<file path="config.mk">
export PLATFORM = sky130hd
export DESIGN_NAME = pcie_symbol_lock_ctrl_flat
export DESIGN_NICKNAME = d
export VERILOG_FILES = /design/src/rtl/pcie_symbol_lock_ctrl_if.sv /design/src/rtl/pcie_symbol_lock_ctrl.sv /design/src/flat_wrapper.sv
export SDC_FILE = /design/constraint.sdc
export NUM_CORES = 1
export LEC_CHECK = 0
export BUFFER_PORTS_ARGS = -buffer_cell sky130_fd_sc_hd__buf_4
export CAP_MARGIN = 20
export CELL_PAD_IN_SITES_DETAIL_PLACEMENT = 0
export CELL_PAD_IN_SITES_GLOBAL_PLACEMENT = 1
export CORE_MARGIN = 4
export CORE_UTILIZATION = 42
export DETAILED_ROUTE_END_ITERATION = 8
export HOLD_SLACK_MARGIN = 0.06
export PLACE_DENSITY = 0.78
export SYNTH_ARGS = -nofsm -noshare
export SYNTH_HDL_FRONTEND = slang
export SYNTH_SLANG_ARGS = --single-unit
</file>
<file path="constraint.sdc">
create_clock -name clk -period 2.9 [get_ports clk]
set_clock_uncertainty 0.1 [all_clocks]
set_input_delay 0.58 -clock clk [delete_from_list [all_inputs] [get_ports clk]]
set_output_delay 0.58 -clock clk [all_outputs]
set_load 0.01 [all_outputs]
</file>
<file path="src/rtl/pcie_symbol_lock_ctrl_if.sv">
// Symbol stream from one lane's SIPO/aligner into the symbol-lock controller.
// The controller drives realign back into the aligner's reset.
interface pcie_symbol_lock_ctrl_if #(
  parameter int DATA_WIDTH = 10
);
  logic [DATA_WIDTH-1:0] sym_in;
  logic                  sym_valid;
  logic                  sym_err;
  logic                  aligner_lock;
  logic                  realign;

  modport master (
    output sym_in,
    output sym_valid,
    output sym_err,
    output aligner_lock,
    input  realign
  );

  modport slave (
    input  sym_in,
    input  sym_valid,
    input  sym_err,
    input  aligner_lock,
    output realign
  );
endinterface

</file>
<file path="src/rtl/pcie_symbol_lock_ctrl.sv">
// Per-lane PCIe receive symbol-lock controller: comma acquisition, leaky error level, watchdog, realign pulse.
// Optional PCIE_SYMLOCK_STATS_EN adds a saturating lock_loss_count output.
module pcie_symbol_lock_ctrl #(
  parameter int DATA_WIDTH     = 10,
  parameter int ACQ_COMMAS     = 3,
  parameter int ERR_LIMIT      = 4,
  parameter int GOOD_RUN       = 4,
  parameter int TIMEOUT        = 1024,
  parameter int REALIGN_CYCLES = 4
) (
  input  logic                           clk,
  input  logic                           reset_n,
  pcie_symbol_lock_ctrl_if.slave         sym_if,
  input  logic [DATA_WIDTH-1:0]          comma_char,
  output logic                           symbol_lock,
  output logic [1:0]                     state_out,
  output logic [$clog2(ERR_LIMIT+1)-1:0] err_level
`ifdef PCIE_SYMLOCK_STATS_EN
  ,
  output logic [15:0]                    lock_loss_count
`endif
);

  localparam int RCW = $clog2(REALIGN_CYCLES + 1);
  localparam int CCW = $clog2(ACQ_COMMAS + 1);
  localparam int ELW = $clog2(ERR_LIMIT + 1);
  localparam int GRW = $clog2(GOOD_RUN + 1);
  localparam int WDW = $clog2(TIMEOUT + 1);

  localparam logic [RCW-1:0] RC_LAST  = RCW'(REALIGN_CYCLES - 1);
  localparam logic [CCW-1:0] ACQ_LAST = CCW'(ACQ_COMMAS - 1);
  localparam logic [ELW-1:0] ERR_LAST = ELW'(ERR_LIMIT - 1);
  localparam logic [GRW-1:0] RUN_LAST = GRW'(GOOD_RUN - 1);
  localparam logic [WDW-1:0] WD_EXP   = WDW'(TIMEOUT - 2);
  localparam logic [WDW-1:0] WD_MAX   = WDW'(TIMEOUT - 1);

  typedef enum logic [1:0] {
    ST_REALIGN = 2'd0,
    ST_HUNT    = 2'd1,
    ST_ACQUIRE = 2'd2,
    ST_LOCKED  = 2'd3
  } state_t;

  state_t         state, state_nxt;
  logic [RCW-1:0] realign_cnt, realign_cnt_nxt;
  logic [CCW-1:0] comma_cnt, comma_cnt_nxt;
  logic [ELW-1:0] err_q, err_nxt;
  logic [GRW-1:0] run_cnt, run_nxt;
  logic [WDW-1:0] wd_cnt, wd_nxt, wd_inc;
  logic           clean_comma;
  logic           go_realign;

  always_ff @(posedge clk or negedge reset_n) begin
    if (!reset_n) begin
      state       <= ST_REALIGN;
      realign_cnt <= '0;
      comma_cnt   <= '0;
      err_q       <= '0;
      run_cnt     <= '0;
      wd_cnt      <= '0;
    end else begin
      state       <= state_nxt;
      realign_cnt <= realign_cnt_nxt;
      comma_cnt   <= comma_cnt_nxt;
      err_q       <= err_nxt;
      run_cnt     <= run_nxt;
      wd_cnt      <= wd_nxt;
    end
  end

  // Branch order inside each state encodes priority: aligner drop, watchdog, error limit, symbol.
  always_comb begin
    state_nxt       = state;
    realign_cnt_nxt = realign_cnt;
    comma_cnt_nxt   = comma_cnt;
    err_nxt         = err_q;
    run_nxt         = run_cnt;
    wd_nxt          = wd_cnt;
    go_realign      = 1'b0;
    clean_comma     = sym_if.sym_valid && !sym_if.sym_err &&
                      ((sym_if.sym_in == comma_char) || (sym_if.sym_in == ~comma_char));
    wd_inc          = (wd_cnt == WD_MAX) ? wd_cnt : wd_cnt + 1'b1;

    case (state)
      ST_REALIGN: begin
        if (realign_cnt == RC_LAST) begin
          state_nxt = ST_HUNT;
        end else begin
          realign_cnt_nxt = realign_cnt + 1'b1;
        end
      end
      ST_HUNT: begin
        if (clean_comma) begin
          wd_nxt = '0;
          if (sym_if.aligner_lock) begin
            if (ACQ_COMMAS == 1) begin
              state_nxt = ST_LOCKED;
              run_nxt   = '0;
            end else begin
              state_nxt     = ST_ACQUIRE;
              comma_cnt_nxt = CCW'(1);
            end
          end
        end else if (wd_cnt == WD_EXP) begin
          go_realign = 1'b1;
        end else begin
          wd_nxt = wd_inc;
        end
      end
      ST_ACQUIRE: begin
        if (!sym_if.aligner_lock) begin
          go_realign = 1'b1;
        end else if (clean_comma) begin
          wd_nxt = '0;
          if (comma_cnt == ACQ_LAST) begin
            state_nxt     = ST_LOCKED;
            comma_cnt_nxt = '0;
            run_nxt       = '0;
          end else begin
            comma_cnt_nxt = comma_cnt + 1'b1;
          end
        end else if (wd_cnt == WD_EXP) begin
          go_realign = 1'b1;
        end else if (sym_if.sym_valid && sym_if.sym_err) begin
          state_nxt     = ST_HUNT;
          comma_cnt_nxt = '0;
          wd_nxt        = '0;
        end else begin
          wd_nxt = wd_inc;
        end
      end
      ST_LOCKED: begin
        if (!sym_if.aligner_lock) begin
          go_realign = 1'b1;
        end else if (!sym_if.sym_valid) begin
          if (wd_cnt == WD_EXP) begin
            go_realign = 1'b1;
          end else begin
            wd_nxt = wd_inc;
          end
        end else begin
          wd_nxt = '0;
          if (sym_if.sym_err) begin
            if (err_q == ERR_LAST) begin
              go_realign = 1'b1;
            end else begin
              err_nxt = err_q + 1'b1;
              run_nxt = '0;
            end
          end else if (run_cnt == RUN_LAST) begin
            err_nxt = (err_q == '0) ? err_q : err_q - 1'b1;
            run_nxt = '0;
          end else begin
            run_nxt = run_cnt + 1'b1;
          end
        end
      end
      default: go_realign = 1'b1;
    endcase

    if (go_realign) begin
      state_nxt       = ST_REALIGN;
      realign_cnt_nxt = '0;
      comma_cnt_nxt   = '0;
      err_nxt         = '0;
      run_nxt         = '0;
      wd_nxt          = '0;
    end
  end

`ifdef PCIE_SYMLOCK_STATS_EN
  always_ff @(posedge clk or negedge reset_n) begin
    if (!reset_n) begin
      lock_loss_count <= '0;
    end else if (state == ST_LOCKED && state_nxt == ST_REALIGN &&
                 lock_loss_count != 16'hFFFF) begin
      lock_loss_count <= lock_loss_count + 16'd1;
    end
  end
`endif

  assign sym_if.realign = (state == ST_REALIGN);
  assign symbol_lock    = (state == ST_LOCKED);
  assign state_out      = state;
  assign err_level      = err_q;

endmodule

</file>
<file path="src/flat_wrapper.sv">
// flat-port wrapper written by rule: the top's interface ports become plain ports
module pcie_symbol_lock_ctrl_flat 
#(
  parameter int DATA_WIDTH     = 10,
  parameter int ACQ_COMMAS     = 3,
  parameter int ERR_LIMIT      = 4,
  parameter int GOOD_RUN       = 4,
  parameter int TIMEOUT        = 1024,
  parameter int REALIGN_CYCLES = 4
)
  (clk, reset_n, comma_char, symbol_lock, state_out, err_level, sym_if_sym_in, sym_if_sym_valid, sym_if_sym_err, sym_if_aligner_lock, sym_if_realign);
  pcie_symbol_lock_ctrl_if #(.DATA_WIDTH(DATA_WIDTH)) sym_if_i ();
  input  logic clk;
  input  logic reset_n;
  input  logic [DATA_WIDTH-1:0] comma_char;
  output logic symbol_lock;
  output logic [1:0] state_out;
  output logic [$clog2(ERR_LIMIT+1)-1:0] err_level;
  input wire logic [$bits(sym_if_i.sym_in)-1:0] sym_if_sym_in;
  input wire logic [$bits(sym_if_i.sym_valid)-1:0] sym_if_sym_valid;
  input wire logic [$bits(sym_if_i.sym_err)-1:0] sym_if_sym_err;
  input wire logic [$bits(sym_if_i.aligner_lock)-1:0] sym_if_aligner_lock;
  output wire logic [$bits(sym_if_i.realign)-1:0] sym_if_realign;
  assign sym_if_i.sym_in = sym_if_sym_in;
  assign sym_if_i.sym_valid = sym_if_sym_valid;
  assign sym_if_i.sym_err = sym_if_sym_err;
  assign sym_if_i.aligner_lock = sym_if_aligner_lock;
  assign sym_if_realign = sym_if_i.realign;
  pcie_symbol_lock_ctrl #(.DATA_WIDTH(DATA_WIDTH), .ACQ_COMMAS(ACQ_COMMAS), .ERR_LIMIT(ERR_LIMIT), .GOOD_RUN(GOOD_RUN), .TIMEOUT(TIMEOUT), .REALIGN_CYCLES(REALIGN_CYCLES)) u_core (.clk(clk), .reset_n(reset_n), .sym_if(sym_if_i), .comma_char(comma_char), .symbol_lock(symbol_lock), .state_out(state_out), .err_level(err_level));
endmodule
</file>
==> flow_summary.yaml, run 1 <==
setup_path:
  ff2ff_path_depth: 10
  rrSetupSlack_ns: 0.46
  r2r_start: "u_core.state_out[0]$_DFFE_PN0P_"
  critical-path-max-stage-delay_ns: 0.59
  cp_max_fo: 20
  rr_endpoint: "u_core.wd_cnt[1]$_DFFE_PN0P_"
  cp_slowest_cell: "or4_4"
  worst_setup_path_end_kind: "register"
  startpoint_type: "primary input"
  path_cells: "buf_4 -> xor2_1 -> or4_4 -> nor4_2 -> nor4b_1 -> and4b_1 -> buf_12 -> nor3b_2 -> o22a_1"
  arrival_ns: 2.63
  path_class: "primary input to register"
  cp.required_ns: 3.02
floorplan:
  die_area_um2: 6040
  die_h_um: 77.7
  io_pins: 32
  start_util: 0.432
  core_area_um2: 4720
  std_cell_rows: 25
  fp.dieW_um: 77.7
place:
  port_buffers: 31
  gp_congestion: 0.793
  hpwlAfterDp_um: 3770
  placed_cell_area_um2: 2380
cts:
  cts_hold_buffers: 0
  cts.repair.resized: 0
  clock_latency_ns: 0.27
  cts_tree: "yes"
  clock-root-buffer: "clkbuf_8"
  numCtsBuffers: 3
  h-tree-depth: 1
  clock_sinks: 24
  clkTransAtPathRegs_ns: 0.09
  post-cts-setup-buffer-count: 0
  clockBufferDepth: 2
drt:
  route.antenna.remaining_nets: 0
  wl_um: 4770
  vias: 1902
  routed_via_density: 5.50
  wl_per_cell_um: 13.8
  remaining_drc_errors: 0
  firstDrtPassIters: 4
  drt-initial-drc-count: 84
timing:
  rsz0062_at_grt: "no"
  hold_viol: 0
  period_needed_ns: 2.52
  slew_violations: 0
  tightest_slew_ns: 0.425
  finalCritPeriodShare: 0.867
  setup_viol: 0
  slew_headroom: 0.714
  tns_ns: 0
  fmax_mhz: 398
synth:
  synth.area.top_cells: "dfrtp_1 (29%), ha_1 (5.5%), nor2_1 (4.4%)"
  ys_types: 61
  synth_area_leader_cell: "dfrtp_1"
  synth_warnings: 0
  synth_common_cells: "dfrtp_1 (24), nor2_1 (24), nand2_1 (21)"
  syn_area_um2: 2040
  synth-main-ff-cell: "dfrtp_1"
  synth_seq_area_share: 0.294
  yosysTopAreaCellShare: 0.294
  avgSynthCellArea_um2: 8.30
  ys_ff_latch: 24
  synth-async-reset-ratio: 1.00
  synth_edf_count: 0
  syn_inst: 246
  synth_nets: 281
pwr:
  power.density_nw_per_um2: 673
  internal_power_uw: 933
  p_leak_nw: 1.03
  seqPwrFrac: 0.313
  swShare: 0.430
  clock_power_share: 0.146
  irDropWorstVdd_v: 0.000281
  power.switching_uw: 705
  comb_power_share: 0.541
global_routing:
  antenna_found_initial: 0
  grt_usage: 0.175
  grt_pass1_vias: 1907
  grt_pass1_wl_um: 8710
  grt_start_max_net_pins: 25
  grt-ovfl-total: 0
run_status:
  run_status: "finished, final reports clean"
run:
  drv_cap: 0
worst_hold_path:
  hp-class: "primary input to async pin"
finish:
  area_growth_pct: 19.3
  drive_gt1_frac: 0.201
  fin_area_um2: 2430
  n_antenna_cell: 0
  fin_nets: 315
==> power by group through the flow <==
stage | Clock, mW | Combinational (mW) | Sequential (mW)
finish | 0.238 | 0.887 | 0.513
global route | 0.260 | 1.01 | 0.536
CTS | 0.248 | 0.899 | 0.514
detailed placement | 0 | 0.899 | 0.521
global placement | 0 | 0.872 | 0.519
floorplan | 0 | 0.622 | 0.501
==> cell usage in the layout, fill, tap and decap left out, drive strengths merged, types with 3 or more instances in the layout <==
master | netlist | routed
a31oi | 3 | 3
ha | 9 | 9
nor2 | 24 | 24
nor4b | 3 | 3
nor4 | 5 | 5
o21ai | 11 | 11
xnor2 | 7 | 7
o31ai | 3 | 3
nand2 | 22 | 22
nand4b | 3 | 3
clkbuf | 5 | 4
nor2b | 4 | 4
a21oi | 15 | 15
nand4 | 8 | 8
xor2 | 10 | 10
o22ai | 6 | 6
buf | 4 | 38
dfrtp | 24 | 24
nand2b | 7 | 7
nand3 | 8 | 8
inv | 16 | 16
or4 | 4 | 4
nor3 | 8 | 8
==> cell type report <==
type,instances,area (um^2)
Fill cell,480,2290
Sequential cell,24,601
Inverter,16,60.1
Timing Repair Buffer,38,298
Clock buffer,4,55.1
Multi-Input combinational cell,197,1340
Tap cell,67,83.8
==> cells by family (layout without fill, tap and decap cells) <==
| logic type | after synthesis | count (layout) | share of synthesized area |
|---|---|---|---|
| and+or+nand+nor | 107 | 107 | 0.305 |
| muxes | 1 | 1 | 0.00491 |
| AOI/OAI and AO/OA | 62 | 62 | 0.207 |
| adders and majority gates | 10 | 10 | 0.0650 |
| DFF | 24 | 24 | 0.294 |
| xor gates and xnor gates | 17 | 17 | 0.0730 |
| buffers and inverters | 25 | 58 | 0.0509 |
==> worst max path at each step <==
stage,startpoint,endpoint,slack [ns],cells past startpoint
final,sym_if_sym_in[8],u_core.wd_cnt[1]$_DFFE_PN0P_,0.38,9
after floorplan,sym_if_sym_in[8],u_core.comma_cnt[1]$_DFFE_PN0P_,0.33,7
after detailed placement,sym_if_sym_in[8],u_core.wd_cnt[1]$_DFFE_PN0P_,0.07,9
after CTS,sym_if_sym_in[8],u_core.wd_cnt[1]$_DFFE_PN0P_,0.37,9
after global placement,sym_if_sym_in[8],u_core.wd_cnt[1]$_DFFE_PN0P_,0.12,9
after global routing,comma_char[3],u_core.wd_cnt[1]$_DFFE_PN0P_,0.23,9
==> state kept, by name (all words and copies together), names as in the netlist <==
register,flops
u_core.comma_cnt,2
u_core.realign_cnt,3
u_core.run_cnt,3
u_core.wd_cnt,11
u_core.err_level,3
u_core.state_out,2
==> metal layers <==
| metal | vias to the layer above | routed length [um] | global-route usage |
|---|---|---|---|
| li1 | 969 | - | - |
| met1 | 885 | 2400 | 0.248 |
| met2 | 43 | 2120 | 0.279 |
| met3 | 5 | 193 | 0.0197 |
| met4 | 0 | 62 | 0.0480 |
| met5 | - | 0 | 0 |
==> critical path: cells and delay by family <==
family	cells	cell delay, ns
AND/OR/NAND/NOR	5	1.46
buffers and inverters	2	0.27
XOR/XNOR	1	0.16
AO/OA/AOI/OAI	1	0.15
==> stage by stage <==
step / hold WS (ns) / power [mW] / setup slack (ns) / utilization / cells
5_1_grt: 0.116 / 1.80 / 0.230 / 0.515 / 346
4_1_cts: 0.101 / 1.66 / 0.369 / 0.515 / 346
3_3_place_gp: 0.399 / 1.39 / 0.119 / 0.504 / 342
6_report: 0.0917 / 1.64 / 0.385 / 0.515 / 346
3_5_place_dp: 0.405 / 1.42 / 0.0738 / 0.504 / 342
2_1_floorplan: 0.184 / 1.12 / 0.333 / - / 246
(Power assumes the default switching activity.)
==> run 2, diff against run 1 <==
ABC_AREA = 1   (was unset)
CORE_UTILIZATION = 40   (was 42)
PLACE_DENSITY = 0.79   (was 0.78)
clock period = 2.5 ns   (was 2.9 ns; I/O delays follow)
==> run 2 against run 1 <==
Net effect: combinational power increased by 51%; synthesized cell count increased by 33%; first-iteration DRC count decreased by 17%; routed wire length increased by 2.6%; global-route usage decreased by 1.1 points; flip-flop and latch count unchanged; register-to-register slack got worse by 0.12 ns; non-clock buffer count increased by 1; critical endpoint is now u_core.err_level[2]$_DFFE_PN0P_.
==> flow_summary.yaml, run 2 <==
timing:
  slew_violations: 0
  tightest_slew_ns: 0.482
  rsz0062_at_grt: "no"
  slew_headroom: 0.675
  tns_ns: 0
  finalCritPeriodShare: 0.864
  fmax_mhz: 463
  setup_viol: 0
  hold_viol: 0
  period_needed_ns: 2.16
floorplan:
  std_cell_rows: 26
  fp.dieW_um: 80.7
  start_util: 0.414
  io_pins: 32
  die_h_um: 80.7
  core_area_um2: 5110
  die_area_um2: 6510
drt:
  firstDrtPassIters: 4
  drt-initial-drc-count: 70
  vias: 2024
  route.antenna.remaining_nets: 0
  remaining_drc_errors: 0
  wl_per_cell_um: 11.2
  routed_via_density: 4.63
  wl_um: 4890
synth:
  synth_most_common_cell: "nand2_1"
  synth-async-reset-ratio: 1.00
  synth_area_leader_cell: "dfrtp_1"
  yosysTopAreaCellShare: 0.284
  ys_ff_latch: 24
  syn_inst: 327
  syn_area_um2: 2110
  synth_edf_count: 0
  synth_warnings: 0
  avgSynthCellArea_um2: 6.47
  ys_types: 36
  synth.area.top_cells: "dfrtp_1 (28%), nand2_1 (18%), inv_1 (8.3%)"
  synth-main-ff-cell: "dfrtp_1"
  synth_nets: 362
  synth_common_cells: "nand2_1 (104), inv_1 (47), nor2_1 (36)"
  synth_seq_area_share: 0.284
global_routing:
  grt_pass1_vias: 1923
  antenna_found_initial: 0
  grt_pass1_wl_um: 8540
  grt_start_max_net_pins: 25
  grt-ovfl-total: 0
  grt_usage: 0.164
pwr:
  power.density_nw_per_um2: 910
  p_leak_nw: 1.36
  internal_power_mw: 1.22
  power.switching_mw: 1.06
  clock_power_share: 0.118
  irDropWorstVdd_v: 0.000530
  total_power_mw: 2.28
  seqPwrFrac: 0.295
  comb_power_share: 0.588
  swShare: 0.465
finish:
  fin_nets: 403
  largest_register: "u_core.wd_cnt"
  area_growth_pct: 18.6
  n_antenna_cell: 0
  largest_register_ffs: 11
  drive_gt1_frac: 0.183
  layout_common_cells: "nand2_1 (104), inv_1 (47), buf_4 (38)"
  fin_util: 0.491
  finalNonFillerCells: 437
  fin_area_um2: 2510
  final_common_cell: "nand2_1"
setup_path:
  crit_path_frequent_cell: "nand2_2"
  cp_slowest_cell: "dfrtp_1"
  startpoint_type: "register"
  cp_max_fo: 11
  cp.required_ns: 2.58
  path_class: "register to register"
  cp_top_family: "simple AND/OR/NAND/NOR gates"
  critical-path-max-stage-delay_ns: 0.40
  path_cells: "inv_1 -> ha_1 -> nand2_2 -> nor3_4 -> nand2_2 -> o211ai_2 -> inv_2 -> nand2_2 -> nand2_2 -> o21ai_2 -> nand3_1 -> o21ai_0"
  arrival_ns: 2.24
  cp_num_buf_inv: 2
  worst_setup_path_end_kind: "register"
run:
  drv_cap: 0
place:
  gp_congestion: 0.797
  dp.cells: 432
  port_buffers: 31
  placed_cell_area_um2: 2440
  hpwlAfterDp_um: 3950
cts:
  clkTransAtPathRegs_ns: 0.08
  cts_tree: "yes"
  numCtsBuffers: 3
  clockBufferDepth: 2
  h-tree-depth: 1
  clock_latency_ns: 0.27
  clock_sinks: 24
  post-cts-setup-buffer-count: 0
  clock-root-buffer: "clkbuf_8"
run_status:
  run_status: "finished, final reports clean"
worst_hold_path:
  hp-class: "register to register"
[run 2: cell types whose count changed in the layout (fill, tap and decap cells not counted), moves of 7 or more]
cell | previous run | this run
nor2_1 | 24 | 35
a21oi_1 | 14 | 6
nand2_2 | 1 | 8
xor2_1 | 10 | 3
nand3_1 | 8 | 22
o21ai_0 | 11 | 25
nand2_1 | 21 | 104
nand2b_1 | 7 | 0
inv_1 | 16 | 47
[run 2: what timing repair did]
item / in CTS / in global routing
endpoints found under the hold margin: 24 / 0
hold buffers: 1 / 0
setup endpoints to repair: 0 / 3
gates resized for setup: 0 / 2
[run 2: layout make-up]
type / instances / area (um^2)
fill: 535 / 2600
multi-input combinational: 249 / 1280
sequential: 24 / 602
timing repair buffer: 39 / 295
inverter: 51 / 193
tap: 70 / 87.6
clock buffer: 4 / 55.1
[run 2: logic make-up (layout without fill, tap and decap cells)]
| logic type | after synthesis | count (layout) | share of synthesized area |
|---|---|---|---|
| flops | 24 | 24 | 0.284 |
| simple gates | 190 | 190 | 0.394 |
| xor+xnor | 8 | 8 | 0.0331 |
| mux | 2 | 2 | 0.00947 |
| buf+inv | 54 | 94 | 0.114 |
| fa+ha+maj | 10 | 10 | 0.0627 |
| compound gates | 39 | 39 | 0.103 |
[run 2: routing by layer]
metal | global-route usage | routed length (um) | vias to the layer above
li1 | - | - | 1103
met2 | 0.290 | 2370 | 25
met4 | 0.0203 | 26 | 0
met3 | 0.0224 | 162 | 2
met5 | 0 | 0 | -
met1 | 0.217 | 2330 | 894
[run 2: path summary, 6_finish.rpt]
check / startpoint / to / slack, ns / cells past startpoint
hold reg to reg: u_core.realign_cnt[0]$_DFFE_PN0P_ / u_core.realign_cnt[0]$_DFFE_PN0P_ / 0.38 / 1
setup / recovery: u_core.wd_cnt[0]$_DFFE_PN0P_ / u_core.err_level[2]$_DFFE_PN0P_ / 0.34 / 12
min in group asynchronous: reset_n / u_core.wd_cnt[2]$_DFFE_PN0P_ / 0.57 / 2
max in group asynchronous: reset_n / u_core.wd_cnt[1]$_DFFE_PN0P_ / 1.45 / 2
setup reg to reg: u_core.wd_cnt[0]$_DFFE_PN0P_ / u_core.err_level[2]$_DFFE_PN0P_ / 0.34 / 12
hold / removal: u_core.realign_cnt[0]$_DFFE_PN0P_ / u_core.realign_cnt[0]$_DFFE_PN0P_ / 0.38 / 1
[run 2: through the flow]
step	worst slack, ns	hold slack [ns]
after CTS	0.233	0.393
after floorplan	0.474	0.104
final	0.340	0.382
after global routing	0.0451	0.408
after detailed placement	0.190	0.331
after global placement	0.206	0.330
[run 2: power by group through the flow]
stage	sequential (mW)	combinational, mW	clock, mW
final	0.672	1.34	0.268
after global routing	0.698	1.55	0.299
after CTS	0.672	1.36	0.279
after detailed placement	0.678	1.35	0
after global placement	0.682	1.36	0
after floorplan	0.666	0.925	0
